--- src/rtl/axil_arb2.sv ---
// axil_arb2 -- two-requester round-robin arbiter onto a single AXI-Lite master port.
//
// Accepts simple read/write commands from two requesters and issues them one at a
// time on the AXI-Lite master interface. Only one transaction is ever outstanding.
//
// Ports:
//   M_AXI_aclk, M_AXI_areset   clock and synchronous active-high reset
//   req_valid/ready/wr         per-requester command handshake and type (bit i = requester i)
//   req_addr, req_wdata        per-requester command payload, requester i in slice i
//   rsp_valid                  one-cycle completion pulse to the granted requester
//   rsp_rdata, rsp_resp        read data (0 for writes) and response code of that completion
//   M_AXI_aw*, w*, b*, ar*, r* AXI-Lite master channels (wstrb constant all-ones)
module axil_arb2 #(
    parameter int DATA_WIDTH = 32,
    parameter int ADDR_WIDTH = 32
) (
    input  logic                      M_AXI_aclk,
    input  logic                      M_AXI_areset,
    input  logic [1:0]                req_valid,
    output logic [1:0]                req_ready,
    input  logic [1:0]                req_wr,
    input  logic [2*ADDR_WIDTH-1:0]   req_addr,
    input  logic [2*DATA_WIDTH-1:0]   req_wdata,
    output logic [1:0]                rsp_valid,
    output logic [DATA_WIDTH-1:0]     rsp_rdata,
    output logic [1:0]                rsp_resp,
    output logic [ADDR_WIDTH-1:0]     M_AXI_awaddr,
    output logic                      M_AXI_awvalid,
    input  logic                      M_AXI_awready,
    output logic [DATA_WIDTH-1:0]     M_AXI_wdata,
    output logic [DATA_WIDTH/8-1:0]   M_AXI_wstrb,
    output logic                      M_AXI_wvalid,
    input  logic                      M_AXI_wready,
    input  logic [1:0]                M_AXI_bresp,
    input  logic                      M_AXI_bvalid,
    output logic                      M_AXI_bready,
    output logic [ADDR_WIDTH-1:0]     M_AXI_araddr,
    output logic                      M_AXI_arvalid,
    input  logic                      M_AXI_arready,
    input  logic [DATA_WIDTH-1:0]     M_AXI_rdata,
    input  logic [1:0]                M_AXI_rresp,
    input  logic                      M_AXI_rvalid,
    output logic                      M_AXI_rready
);

    typedef enum logic [2:0] {IDLE, WRITE, WRESP, READ, RDATA} state_t;

    state_t                  state_reg;
    logic                    last_grant_reg;
    logic                    grant_reg;
    logic                    issued_reg;     // valids already raised for the current command
    logic [ADDR_WIDTH-1:0]   addr_reg;
    logic [DATA_WIDTH-1:0]   wdata_reg;
    logic [1:0]              req_ready_reg;
    logic [1:0]              rsp_valid_reg;
    logic [DATA_WIDTH-1:0]   rsp_rdata_reg;
    logic [1:0]              rsp_resp_reg;
    logic                    awvalid_reg;
    logic                    wvalid_reg;
    logic                    bready_reg;
    logic                    arvalid_reg;
    logic                    rready_reg;
    logic                    grant_next;

    // Unpack the per-requester payload buses.
    logic [ADDR_WIDTH-1:0]   req_addr_arr  [2];
    logic [DATA_WIDTH-1:0]   req_wdata_arr [2];

    genvar gi;
    generate
        for (gi = 0; gi < 2; gi++) begin : g_unpack
            assign req_addr_arr[gi]  = req_addr[gi*ADDR_WIDTH +: ADDR_WIDTH];
            assign req_wdata_arr[gi] = req_wdata[gi*DATA_WIDTH +: DATA_WIDTH];
        end
    endgenerate

    // Round-robin pick: when both request, the one not served last wins.
    always_comb begin
        grant_next = last_grant_reg;
        if (req_valid == 2'b11)
            grant_next = ~last_grant_reg;
        else if (req_valid[0])
            grant_next = 1'b0;
        else if (req_valid[1])
            grant_next = 1'b1;
    end

    always_ff @(posedge M_AXI_aclk) begin
        if (M_AXI_areset) begin
            state_reg      <= IDLE;
            last_grant_reg <= 1'b1;
            grant_reg      <= 1'b0;
            issued_reg     <= 1'b0;
            addr_reg       <= '0;
            wdata_reg      <= '0;
            req_ready_reg  <= '0;
            rsp_valid_reg  <= '0;
            rsp_rdata_reg  <= '0;
            rsp_resp_reg   <= '0;
            awvalid_reg    <= 1'b0;
            wvalid_reg     <= 1'b0;
            bready_reg     <= 1'b0;
            arvalid_reg    <= 1'b0;
            rready_reg     <= 1'b0;
        end else begin
            // Pulsed outputs default low every cycle.
            req_ready_reg <= '0;
            rsp_valid_reg <= '0;
            rsp_rdata_reg <= '0;
            rsp_resp_reg  <= '0;

            case (state_reg)
                IDLE: begin
                    if (req_valid != 2'b00) begin
                        req_ready_reg[grant_next] <= 1'b1;
                        grant_reg      <= grant_next;
                        last_grant_reg <= grant_next;
                        addr_reg       <= req_addr_arr[grant_next];
                        wdata_reg      <= req_wdata_arr[grant_next];
                        issued_reg     <= 1'b0;
                        state_reg      <= req_wr[grant_next] ? WRITE : READ;
                    end
                end

                WRITE: begin
                    if (!issued_reg) begin
                        // First cycle after grant: raise both channels together.
                        awvalid_reg <= 1'b1;
                        wvalid_reg  <= 1'b1;
                        issued_reg  <= 1'b1;
                    end else begin
                        // A channel whose valid is already low has completed its handshake.
                        if (awvalid_reg && M_AXI_awready)
                            awvalid_reg <= 1'b0;
                        if (wvalid_reg && M_AXI_wready)
                            wvalid_reg <= 1'b0;
                        if ((!awvalid_reg || M_AXI_awready) && (!wvalid_reg || M_AXI_wready)) begin
                            bready_reg <= 1'b1;
                            state_reg  <= WRESP;
                        end
                    end
                end

                WRESP: begin
                    if (M_AXI_bvalid) begin
                        bready_reg               <= 1'b0;
                        rsp_valid_reg[grant_reg] <= 1'b1;
                        rsp_resp_reg             <= M_AXI_bresp;
                        state_reg                <= IDLE;
                    end
                end

                READ: begin
                    if (!issued_reg) begin
                        arvalid_reg <= 1'b1;
                        issued_reg  <= 1'b1;
                    end else if (M_AXI_arready) begin
                        arvalid_reg <= 1'b0;
                        rready_reg  <= 1'b1;
                        state_reg   <= RDATA;
                    end
                end

                RDATA: begin
                    if (M_AXI_rvalid) begin
                        rready_reg               <= 1'b0;
                        rsp_valid_reg[grant_reg] <= 1'b1;
                        rsp_rdata_reg            <= M_AXI_rdata;
                        rsp_resp_reg             <= M_AXI_rresp;
                        state_reg                <= IDLE;
                    end
                end

                default: state_reg <= IDLE;
            endcase
        end
    end

    assign req_ready     = req_ready_reg;
    assign rsp_valid     = rsp_valid_reg;
    assign rsp_rdata     = rsp_rdata_reg;
    assign rsp_resp      = rsp_resp_reg;
    assign M_AXI_awvalid = awvalid_reg;
    assign M_AXI_wvalid  = wvalid_reg;
    assign M_AXI_bready  = bready_reg;
    assign M_AXI_arvalid = arvalid_reg;
    assign M_AXI_rready  = rready_reg;
    assign M_AXI_wstrb   = '1;

    // Address/data buses read as zero whenever their channel is idle.
    assign M_AXI_awaddr  = awvalid_reg ? addr_reg  : '0;
    assign M_AXI_wdata   = wvalid_reg  ? wdata_reg : '0;
    assign M_AXI_araddr  = arvalid_reg ? addr_reg  : '0;

endmodule

--- config.mk ---
export PLATFORM = sky130hd
export DESIGN_NAME = axil_arb2
export DESIGN_NICKNAME = d
export VERILOG_FILES = /design/src/rtl/axil_arb2.sv
export SDC_FILE = /design/constraint.sdc
export NUM_CORES = 1
export LEC_CHECK = 0
export ABC_AREA = 1
export CORE_MARGIN = 2
export CORE_UTILIZATION = 32
export CTS_CLUSTER_SIZE = 25
export DETAILED_ROUTE_END_ITERATION = 7
export GPL_TIMING_DRIVEN = 1
export HOLD_SLACK_MARGIN = 0.03
export PLACE_DENSITY = 0.73
export SLEW_MARGIN = 20
export SYNTH_ARGS = -nofsm -noshare
export SYNTH_HDL_FRONTEND = slang
export SYNTH_SLANG_ARGS = --single-unit
--- constraint.sdc ---
create_clock -name M_AXI_aclk -period 2.24 [get_ports M_AXI_aclk]
set_input_delay 0.672 -clock M_AXI_aclk [delete_from_list [all_inputs] [get_ports M_AXI_aclk]]
set_output_delay 0.672 -clock M_AXI_aclk [all_outputs]
set_load 0.005 [all_outputs]
# After elaboration in Yosys (flattened, before gate mapping)
# Cells that the tools add are included.
[word_totals]
output_inout_bits = 143
register_bits = 113
wordCells = 115
romBits = 0
in_bits = 175
mem_count = 0
ramBits = 0
latch_bits = 0
[op_classes]
div_mod_pow = 0
add_sub_neg = 0
magnitude_cmp = 5
shift = 0
eq_ne = 15
bitwise_logic = 6
n_mul = 0
muxes = 49
n_reduce_logical = 25
[ops]
columns = ["op", "count"]
rows = [
  ["two-way mux 32 bit", 9],
  ["two-way mux 3 bit", 7],
  ["two-way mux 1 bit", 20],
  ["!= test 2 bit (second input constant)", 8],
  ["one-hot mux 3 bit (5 select lines)", 1],
  ["two-way mux 2 bit", 5],
  ["AND reduction 2 bit", 5],
  ["one-hot mux 2 bit (2 select lines)", 2],
  ["AND reduction 4 bit", 2],
  ["nonzero test 2 bit", 4],
  ["AND reduction 7 bit", 1],
  ["equality test 3 x 2 -> 1 bit (second input constant)", 2],
  ["one-hot mux 1 bit (2 select lines)", 3],
  ["OR reduction 3 bit", 2],
  ["logical AND 1 bit", 5],
  ["NOT 1 bit", 5],
  ["less-than comparator 1 x 2 -> 1 bit (second input constant)", 2],
  ["!= test 2 x 1 -> 1 bit (second input constant)", 2],
  ["equality test 3 x 1 -> 1 bit (second input constant)", 1],
  ["equality test 3 bit (second input constant)", 1],
  ["zero test 3 bit", 1],
  ["demux 1 bit (select 1 bit)", 2],
  ["equality test 2 bit (second input constant)", 1],
  [">= comparator 1 bit (second input constant)", 2],
  ["5 further kinds", 7],
]

# Depth between registers and ports, before layout
# Gate-level depths: netlist of the first run.
[logic_depth]
word_depth = 8
depth_mapped = 9
depth_no_buf = 9

# Worst setup path after synthesis of the first run
# OpenSTA, ideal clock, no wires.
[synth_timing]
kind = "input to register"
startpoint = "input req_valid[1]"
endpoint = "register addr_reg[14]"
setup_ns = 0.120
t_required_ns = 2.120
path_slack_ns = 0.591
n_path_buf = 2
arrival_time_ns = 1.530
path_stages = 7
path_cell_list = "or2_1 -> nand2_1 -> inv_2 -> buf_2 -> buf_4 -> a21oi_1 -> a21oi_1"
[synth_via]
elab_chain_cells = 7
word_cells_on_any_way = 10
classes_between = "1 x eq/ne; 6 x mux; 1 x bitwise; 2 x reduce/logical"
[synth_rtl]
columns = ["element", "line_no", "source"]
rows = [
  ["start: declaration", "19", "input logic [1:0] req_valid,"],
  ["two-way mux 1 bit", "84", "else if (req_valid[1])"],
  ["two-way mux 1 bit", "82", "else if (req_valid[0])"],
  ["two-way mux 1 bit", "80", "if (req_valid == 2'b11)"],
  ["NOT 1 -> 2 bit (implied by the code)", "118", "addr_reg <= req_addr_arr[grant_next];"],
  ["two-way mux 32 bit (implied by the code) (3 in series)", "118", ""],
  ["end signal: assignment", "118", ""],
  ["end: declaration", "52", "logic [ADDR_WIDTH-1:0] addr_reg;"],
]
# Parallel ways exist; a longest one is shown, timed or not. The select of a mux whose other input is x is not followed.
# A chain may end at the register's enable or synchronous reset.

# Worst setup path after layout of the first run
[layout_timing]
startpoint = "register arvalid_reg, in the netlist M_AXI_arvalid"
endpoint = "output M_AXI_arvalid"
[layout_rtl]
columns = ["element", "line_no", "source"]
rows = [
  ["start: declaration", "61", "logic arvalid_reg;"],
  ["start signal: assignment", "103", "arvalid_reg <= 1'b0;"],
  ["start signal: assignment", "155", "arvalid_reg <= 1'b1;"],
  ["start signal: assignment", "158", "arvalid_reg <= 1'b0;"],
  ["end: declaration", "38", "output logic M_AXI_arvalid,"],
]
# No word-level cell between the ends.

==> results.md, run 1 <==
* Status: finished clean
* Area delta synth->final at 76.20%
* Synth area leader: dfxtp_1
* CTS clk-pin slew, worst paths at 0.06 ns
* Clock sink count at 113
* Peak supply drop at 761.2 uV
* First-pass GRT wire length at 30530 microns
* Vias in the first global route at 5692
* Max-cap violations at 0
* DR iter-0 viols at 375
* CP endpoint kind: primary output
* Total power at 0.008987 W
* Die Ht at 132.2 microns
* Top cells by count, synth: 198 x nand2_1, 144 x inv_1, 120 x a21oi_1
* Area contributors post-synth: dfxtp_1 43%, nand2_1 14%, a21oi_1 11%
* CP Cell Sequence: buf_12, clkdlybuf4s50_1
* Post-Layout Cell Count at 1321
* Clock skew at 0.009854 ns
* Final #Nets at 1267
* Wirelength per Cell at 15.07 microns
* Slowest cell on crit path: clkdlybuf4s50_1
* PwrDens at 970.3 mW/mm^2
* Cell family with most CP delay: buffers and inverters
* Leakage Power at 4.990 nW
* Synth top area share at 43.04%
* Number of fill cells at 1477
* RSZ-0062 raised after global routing: false
* Synthesized area at 0.005256 sq mm
* Final Max Slew Viols at 0
* Cell variety after synth at 21
* Register area share after synthesis at 43.04%
* Most frequent cell after synthesis: nand2_1
* Initial core utilization at 32.97%
* Final setup viols at 0
* CP max FO at 15
* Final hold vios at 0
* Most used DFF post-synth: dfxtp_1
* TritonCTS buffer count at 17
* Final period util at 97.99%
* Kind of critical path: reg -> out
* Post-DR vias/cell at 4.570
* Synth Area per Inst at 6.704 sq um
* Hold slack at 0.4534 ns
* I/O Buffers at 313
* Rows at 46
* Residual DRC at 0
* Worst-Skew Late Latency at 0.42 ns
* Final ANT Viol Nets at 0
* Gr ovfl total at 0
* Register bit total from synthesis at 113
* Final GP Congestion at 0.8273
* Util after Layout at 58.09%
* Pin count of the biggest net entering global routing at 52
* Critical path buffers and inverters at 2
* Synth warn at 0
* CTS tree: yes
* Share of cells above drive strength 1 at 7.873%
* Fin area at 0.009261 sq mm
* Hpwl dp at 13630 microns
* Cell Area, Placed at 0.008622 sq mm
* Crit-path max cell delay at 0.51 ns
* FFs w/ async S/R, synth at 0%
* Initial antenna violation count at 0
* Routed vias at 6037
* Post-synth EDFFs at 0
* I/O Pins at 318
* Synth Instances at 784
* Final wirelength at 19900 microns
* Core area at 0.01594 sq mm
* H-tree depth at 4
* Chip Width at 132.2 microns
* Worst EP required at 1.57 ns
* GRT Total Usage at 22.30%
* Maximum clock path buffer count at 2
* Die area at 0.01747 sq mm
* Worst Hold Class: reg -> reg
* CTS Root Cell: clkbuf_16
* Placed insts at 1280
* Fmax at 455.6 MHz
* Clock period minus worst slack at 2.195 ns
* Startpoint types: flip-flop
* Critical Path AT at 1.52 ns
* Diode count at 0
* DRT Pass-1 Iters at 5
placed cells by master, fill, tap and decap left out, drive strengths merged:
cell type | netlist | routed
dlymetal6s2s | 0 | 1
nand3 | 14 | 14
conb | 1 | 4
nand4 | 1 | 1
clkinv | 0 | 6
dlygate4sd2 | 0 | 95
buf | 33 | 28
o21bai | 1 | 1
clkbuf | 22 | 18
nor3 | 1 | 1
nand2 | 199 | 199
o21ai | 66 | 66
bufinv | 0 | 1
dfxtp | 113 | 113
a21oi | 136 | 136
nor2 | 50 | 50
or2 | 1 | 1
clkinvlp | 0 | 3
inv | 146 | 150
clkdlybuf4s50 | 0 | 217
timing repair:
item                       in CTS  in global routing
cloned                          4                  0
setup endpoints to repair      96                  1
buffers inserted                3                  2
resized for setup             110                  2
hold buffers                    0                  0
where the power goes:
| part | internal, W | total, W | switching (W) |
|---|---|---|---|
| registers | 0.00254 | 0.00295 | 0.000405 |
| clock network | 0.00154 | 0.00259 | 0.00106 |
| logic | 0.00159 | 0.00345 | 0.00185 |
kinds of logic (layout without fill, tap and decap cells):
logic type      Yosys count  count (layout)  synth area share, %
compound gates          203             203                20.52
buf+inv                 201             519                16.50
flops                   113             113                43.04
other cells               1               4              0.07134
simple gates            266             266                19.88
per-stage QoR:
step	TNS [ns]	setup slack [ns]
final	0	0.04505
after floorplan	0	0.5909
after CTS	-0.06812	-0.06812
after global routing	0	0.003214
after global placement	0	0.01031
after detailed placement	-1.077	-0.06803
path summary, 6_finish.rpt:
kind	slack, ns	cells past startpoint	startpoint	endpoint
max	0.05	2	M_AXI_arvalid$_SDFFE_PP0P_	M_AXI_arvalid
min	0.45	1	grant_reg$_SDFFE_PP0P_	rsp_valid[0]$_SDFF_PP0_
max reg2reg	0.54	6	state_reg[1]$_SDFFE_PP0P_	wdata_reg[5]$_SDFFE_PP0P_
min reg2reg	0.45	1	grant_reg$_SDFFE_PP0P_	rsp_valid[0]$_SDFF_PP0_
layout make-up:
cell class / count / area, sq um / area share [%]
multi-input cells: 473 / 2143 / 23.14
repair buffers: 341 / 3465 / 37.41
inverters: 146 / 548.0 / 5.917
clock buffers: 18 / 429.2 / 4.634
clock inverters: 14 / 132.6 / 1.432
flip-flops and latches: 113 / 2273 / 24.55
well taps: 216 / 270.3 / 2.918
per-layer routing:
layer,routed length (microns),track usage (%),vias to the layer above
met5,0,0,-
met4,361,8.998,0
met3,1936,7.920,24
met2,9529,37.15,280
met1,8074,26.14,2719
li1,-,-,3014
No activity file was read; power rests on OpenSTA's default activity.
==> run 2, diff against run 1 <==
Settings changed: CORE_MARGIN 2 to 1.5, PLACE_DENSITY 0.73 to 0.78.
==> run 2 against run 1 <==
  * Non-clock buffer count up 6
  * Combinational power increased by 4%
  * Critical path depth unchanged
  * Utilization is 0.64 points higher
  * Global-route usage increased by 0.52 points
  * Cell count is 0.45% higher
  * Count of clock-buffer cells in the layout decreased by 1
  * Sequential cell count unchanged
==> results.md, run 2 (synthesis gave the netlist of run 1 again) <==
* Status: finished clean
* Final hold vios at 0 (unchanged)
* Rows at 46 (unchanged)
* Residual DRC at 0 (unchanged)
* Crit-path max cell delay at 0.51 ns (about the same)
* Final period util at 95.92% (-2.1 points)
* Cell family with most CP delay: buffers and inverters
* CTS clk-pin slew, worst paths at 0.06 ns (about the same)
* Most common cell after layout, fill and taps aside: clkdlybuf4s50_1
* First-pass GRT wire length at 30920 microns (+1.3%)
* RSZ-0062 raised after global routing: false
* Clock period minus worst slack at 2.149 ns (-0.04636 ns)
* PwrDens at 976.9 mW/mm^2 (+0.67%)
* Setup TNS Final at 0 ns (unchanged)
* Peak supply drop at 543.1 uV (-29%)
* Hpwl dp at 13460 microns (-1.3%)
* Clock skew at 0.006391 ns (-0.003462 ns)
* Initial core utilization at 32.97% (unchanged)
* Pin count of the biggest net entering global routing at 57 (+9.6%)
* Final wirelength at 19690 microns (-1.1%)
* Diode count at 0 (unchanged)
* CP max FO at 16 (+1)
* CP Cell Sequence: buf_16, clkdlybuf4s50_1
* TritonCTS buffer count at 17 (unchanged)
* DRT Pass-1 Iters at 5 (unchanged)
* DR iter-0 viols at 299 (-20%)
* I/O Pins at 318 (unchanged)
* Leakage Power at 5.097 nW (+2.2%)
* CTS tree: yes
* Met2 track demand over resource at 38.62% (+1.5 points)
* Core area at 0.01594 sq mm (unchanged)
* GRT Total Usage at 22.82% (+0.52 points)
* Chip Width at 131.2 microns (-0.76%)
* Util after Layout at 58.73% (+0.64 points)
* Worst-Skew Late Latency at 0.41 ns (about the same)
* Final #Nets at 1273 (+0.47%)
* Vias in the first global route at 5903 (+3.7%)
* Routed vias at 6096 (+0.98%)
* Final GP Congestion at 0.8295 (+0.27%)
* Startpoint types: flip-flop
* Critical path buffers and inverters at 2 (unchanged)
* Final Max Slew Viols at 0 (unchanged)
* Slowest cell on crit path: clkdlybuf4s50_1
* Max-cap violations at 0 (unchanged)
* Worst Hold Class: reg -> reg
* H-tree depth at 4 (unchanged)
* Final setup viols at 0 (unchanged)
* Fmax at 465.4 MHz (+2.2%)
* Gr ovfl total at 0 (unchanged)
* Kind of critical path: reg -> out
* CP endpoint kind: primary output
* Clock sink count at 113 (unchanged)
* Most frequent cells in the layout: 216 x clkdlybuf4s50_1, 193 x nand2_1, 143 x inv_1
* CTS Root Cell: clkbuf_16
* Area delta synth->final at 78.15%
* Critical Path AT at 1.48 ns (-0.04 ns)
* Grt met1 use at 26.00% (-0.14 points)
* I/O Buffers at 313 (unchanged)
* Initial antenna violation count at 0 (unchanged)
* Share of cells above drive strength 1 at 8.731% (+0.86 points)
* Worst EP required at 1.57 ns (about the same)
* Final ANT Viol Nets at 0 (unchanged)
* Post-DR vias/cell at 4.594 (+0.52%)
* Wirelength per Cell at 14.84 microns (-1.5%)
* Die Ht at 131.2 microns (-0.76%)
* Hold slack at 0.4511 ns (-0.002270 ns)
* Die area at 0.01720 sq mm (-1.5%)
* Gr busiest metal: met2
* Met3 Usage GRT at 8.025% (+0.10 points)
* Maximum clock path buffer count at 2 (unchanged)
run 2: area by class of cell:
| class | instances | area [sq um] |
|---|---|---|
| Clock buffer | 17 | 425.4 |
| Clock inverter | 15 | 151.4 |
| Fill cell | 1480 | 6579 |
| Inverter | 146 | 548.0 |
| Multi-Input combinational cell | 473 | 2161 |
| Sequential cell | 113 | 2273 |
| Tap cell | 216 | 270.3 |
| Timing Repair Buffer | 347 | 3535 |
run 2: per-stage QoR:
stage / cell area, sq um / cells / worst slack (ns) / total power [W]
after detailed placement: 8589 / 1279 / 0.06243 / 0.006217
after global placement: 8589 / 1279 / 0.1284 / 0.006128
after floorplan: 5268 / 787 / 0.5909 / 0.004759
after CTS: 9369 / 1328 / 0.003767 / 0.009294
final: 9364 / 1327 / 0.09141 / 0.009147
after global routing: 9364 / 1327 / 0.03753 / 0.009723
run 2: worst register-to-register path, delay by kind of cell (launching register included):
kind | cells | cell delay, ns
flops | 1 | 0.39
simple gates | 3 | 0.39
compound gates | 2 | 0.32
buf+inv | 1 | 0.38
run 2: final timing paths:
check	depth (start not counted)	from	end	slack [ns]
setup / recovery	2	M_AXI_wvalid$_SDFFE_PP0P_	M_AXI_wvalid	0.09
hold / removal	2	grant_reg$_SDFFE_PP0P_	rsp_valid[1]$_SDFF_PP0_	0.45
setup reg to reg	6	state_reg[1]$_SDFFE_PP0P_	addr_reg[8]$_SDFFE_PP0P_	0.68
hold reg to reg	2	grant_reg$_SDFFE_PP0P_	rsp_valid[1]$_SDFF_PP0_	0.45
run 2: timing repair:
action / CTS / global route
gates cloned: 7 / 0
hold buffers: 0 / 0
resized for setup: 108 / 9
pin swaps: 0 / 0
setup endpoints to repair: 96 / 15
setup buffers: 10 / 1
run 2: report_power, final:
part           switching (W)  internal, W
combinational        0.00190      0.00168
clock                0.00108      0.00156
sequential          0.000390      0.00254
total                0.00337      0.00578
run 2: layer usage:
metal | part of all wire, % | vias up
met2 | 48 | 275
met3 | 8.9 | 36
met4 | 3.0 | 0
met1 | 40 | 2753
li1 | - | 3032
met5 | 0 | -
==> run 3, diff against run 2 <==
Clock period 2.24 ns to 2.4 ns, I/O delays scaled along.
==> run 3 against run 2 <==
  * Global-route usage shrank 1.5 points
  * Design area shrank 0.73%
  * Utilization shrank 0.43 points
  * Total power shrank 7.5%
  * Register-to-register slack gained 0.19 ns
  * First-iteration DRC count shrank 20%
  * Die area is the same
  * Worst setup slack lost 0.031 ns
  * Critical path depth grew 2
  * Critical endpoint is now M_AXI_awaddr[14]
  * Highest routed layer unchanged
==> results.md, run 3 (synthesis gave the netlist of run 1 again) <==
* CTS clk-pin slew, worst paths at 0.06 ns (about the same)
* Area delta synth->final at 76.84%
* Final hold vios at 0 (unchanged)
* CP endpoint kind: primary output
* Fmax at 427.4 MHz
* Reg2reg end: grant_reg$_SDFFE_PP0P_
* Maximum clock path buffer count at 2 (unchanged)
* Vias in the first global route at 5758 (-2.5%)
* CTS Root Cell: clkbuf_16
* Kind of critical path: reg -> out
* Switching share of power at 35.88% (-0.96 points)
* Final period util at 97.49%
* Final Max Slew Viols at 0 (unchanged)
* I/O Pins at 318 (unchanged)
* Fin worst setup slack at 0.06024 ns (-0.03116 ns)
* Most frequent cells in the layout: 310 x clkdlybuf4s50_1, 195 x nand2_1, 143 x inv_1
* Worst EP required at 1.68 ns (+0.11 ns)
* Gr ovfl total at 0 (unchanged)
* Final GP Congestion at 0.8279 (-0.19%)
* Final wirelength at 19070 microns (-3.2%)
* Routed vias at 5979 (-1.9%)
* RSZ-0062 raised after global routing: false
* Metal-1 WL at 7416 microns (-5.1%)
* Initial core utilization at 32.97% (unchanged)
* Post-DR vias/cell at 4.554 (-0.87%)
* Clock skew at 0.008900 ns (+0.002509 ns)
* Critical path buffers and inverters at 3 (+1)
* Wirelength per Cell at 14.52 microns (-2.1%)
* H-tree depth at 4 (unchanged)
* Met2 WL at 9328 microns (-2.0%)
* Chip Width at 131.2 microns (unchanged)
* Hold-fix buffers at CTS at 0 (unchanged)
* Core area at 0.01594 sq mm (unchanged)
* I/O Buffers at 313 (unchanged)
* Rows at 46 (unchanged)
* P_sw at 0.003035 W (-9.9%)
* Setup TNS Final at 0 ns (unchanged)
* Diode count at 0 (unchanged)
* Final setup viols at 0 (unchanged)
* Gate power share at 37.6% (-1.5 points)
* WP depth at 4 (+2)
* Share of cells above drive strength 1 at 7.384% (-1.3 points)
* R2R Path Start: state_reg[1]$_SDFFE_PP0P_
* Cell family with most CP delay: buffers and inverters
* Die Ht at 131.2 microns (unchanged)
* Critical Path AT at 1.62 ns (+0.14 ns)
* R2R cell count at 6 (unchanged)
* PwrDens at 910.1 mW/mm^2 (-6.8%)
* Met3 WL at 1865 microns (+5.9%)
* Worst Hold Class: reg -> reg
* CP max FO at 17 (+1)
* Worst-Skew Late Latency at 0.41 ns (about the same)
* DR iter-0 viols at 240 (-20%)
* First-pass GRT wire length at 29140 microns (-5.8%)
* TritonCTS buffer count at 17 (unchanged)
* Most common cell after layout, fill and taps aside: clkdlybuf4s50_1
* Number of fill cells at 1466 (-0.95%)
* Residual DRC at 0 (unchanged)
* Die area at 0.01720 sq mm (unchanged)
* Flop pwr share at 32.2% (about the same)
* Max Used Layer: met4
* Clock power share at 30.1% (+1.3 points)
* Pin count of the biggest net entering global routing at 71 (+25%)
* CP Cell Sequence: clkbuf_16, nand2_2, inv_1, clkdlybuf4s50_1
* Hold_sp: grant_reg$_SDFFE_PP0P_
* Status: finished clean
* Pre-CTS setup slack at 0.2234 ns (+0.1610 ns)
* Max-cap violations at 0 (unchanged)
* Final #Nets at 1259 (-1.1%)
* Slowest cell on crit path: clkdlybuf4s50_1
* Final ANT Viol Nets at 0 (unchanged)
* Worst R2R Setup Slack at 0.87 ns (+0.19 ns)
* Leakage Power at 4.536 nW (-11%)
* Clock sink count at 113 (unchanged)
* Int Pwr at 0.005424 W (-6.1%)
* Startpoint types: flip-flop
* Crit-path max cell delay at 0.48 ns (-0.03 ns)
* CTS tree: yes
* Initial antenna violation count at 0 (unchanged)
* Clock period minus worst slack at 2.340 ns
* GRT Total Usage at 21.28% (-1.5 points)
* Hold Path Sink: rsp_valid[0]$_SDFF_PP0_
* Hpwl dp at 13290 microns (-1.3%)
* WHS Path Cells at 1 (-1)
* DRT Pass-1 Iters at 5 (unchanged)
* Peak supply drop at 464.1 uV (-15%)
==> run 3: area by class of cell <==
cell class	instances	area (sq um)	share of cell area, %
inverter	146	548.0	5.896
sequential	113	2271	24.43
tap	216	270.3	2.908
clock inverter	15	171.4	1.844
multi-input combinational	473	2146	23.09
timing repair buffer	333	3463	37.26
clock buffer	17	425.4	4.577
==> run 3: worst max-delay path by stage <==
stage,start,to,slack (ns)
floorplan,req_valid[1],addr_reg[14]$_SDFFE_PP0P_,0.70
global placement,req_valid[0],grant_reg$_SDFFE_PP0P_,0.26
detailed placement,req_valid[1],addr_reg[1]$_SDFFE_PP0P_,0.22
CTS,M_AXI_wvalid$_SDFFE_PP0P_,M_AXI_wdata[1],0.01
global route,M_AXI_awvalid$_SDFFE_PP0P_,M_AXI_awaddr[6],0.005
finish,M_AXI_awvalid$_SDFFE_PP0P_,M_AXI_awaddr[14],0.06
==> run 3: power by group through the flow <==
stage	Clock [W]	Combinational, W	Sequential [W]
floorplan	0	0.00182	0.00262
global placement	0	0.00296	0.00271
detailed placement	0	0.00303	0.00271
CTS	0.00261	0.00311	0.00271
global route	0.00269	0.00351	0.00278
finish	0.00255	0.00318	0.00273
==> run 3: stage by stage <==
step                hold slack (ns)  std cells  instance area [sq um]  power, W  utilization (%)
global route                 0.4584       1313                   9295  0.008983            58.30
finish                       0.4625       1313                   9295  0.008459            58.30
global placement             0.4284       1276                   8567  0.005675            53.74
floorplan                    0.4132        787                   5268  0.004442                -
detailed placement           0.4373       1276                   8567  0.005746            53.74
CTS                          0.4540       1310                   9208  0.008429            57.75
==> run 3: timing repair <==
item	4_1_cts	5_1_grt
gates cloned	1	3
setup buffers	1	0
gates resized for setup	5	6
setup endpoints to repair	33	32
==> run 3: routing by layer <==
layer,track usage (%),vias to the layer above
li1,-,2999
met1,22.53,2667
met2,38.15,285
met3,7.523,28
met4,8.989,0
met5,0,-
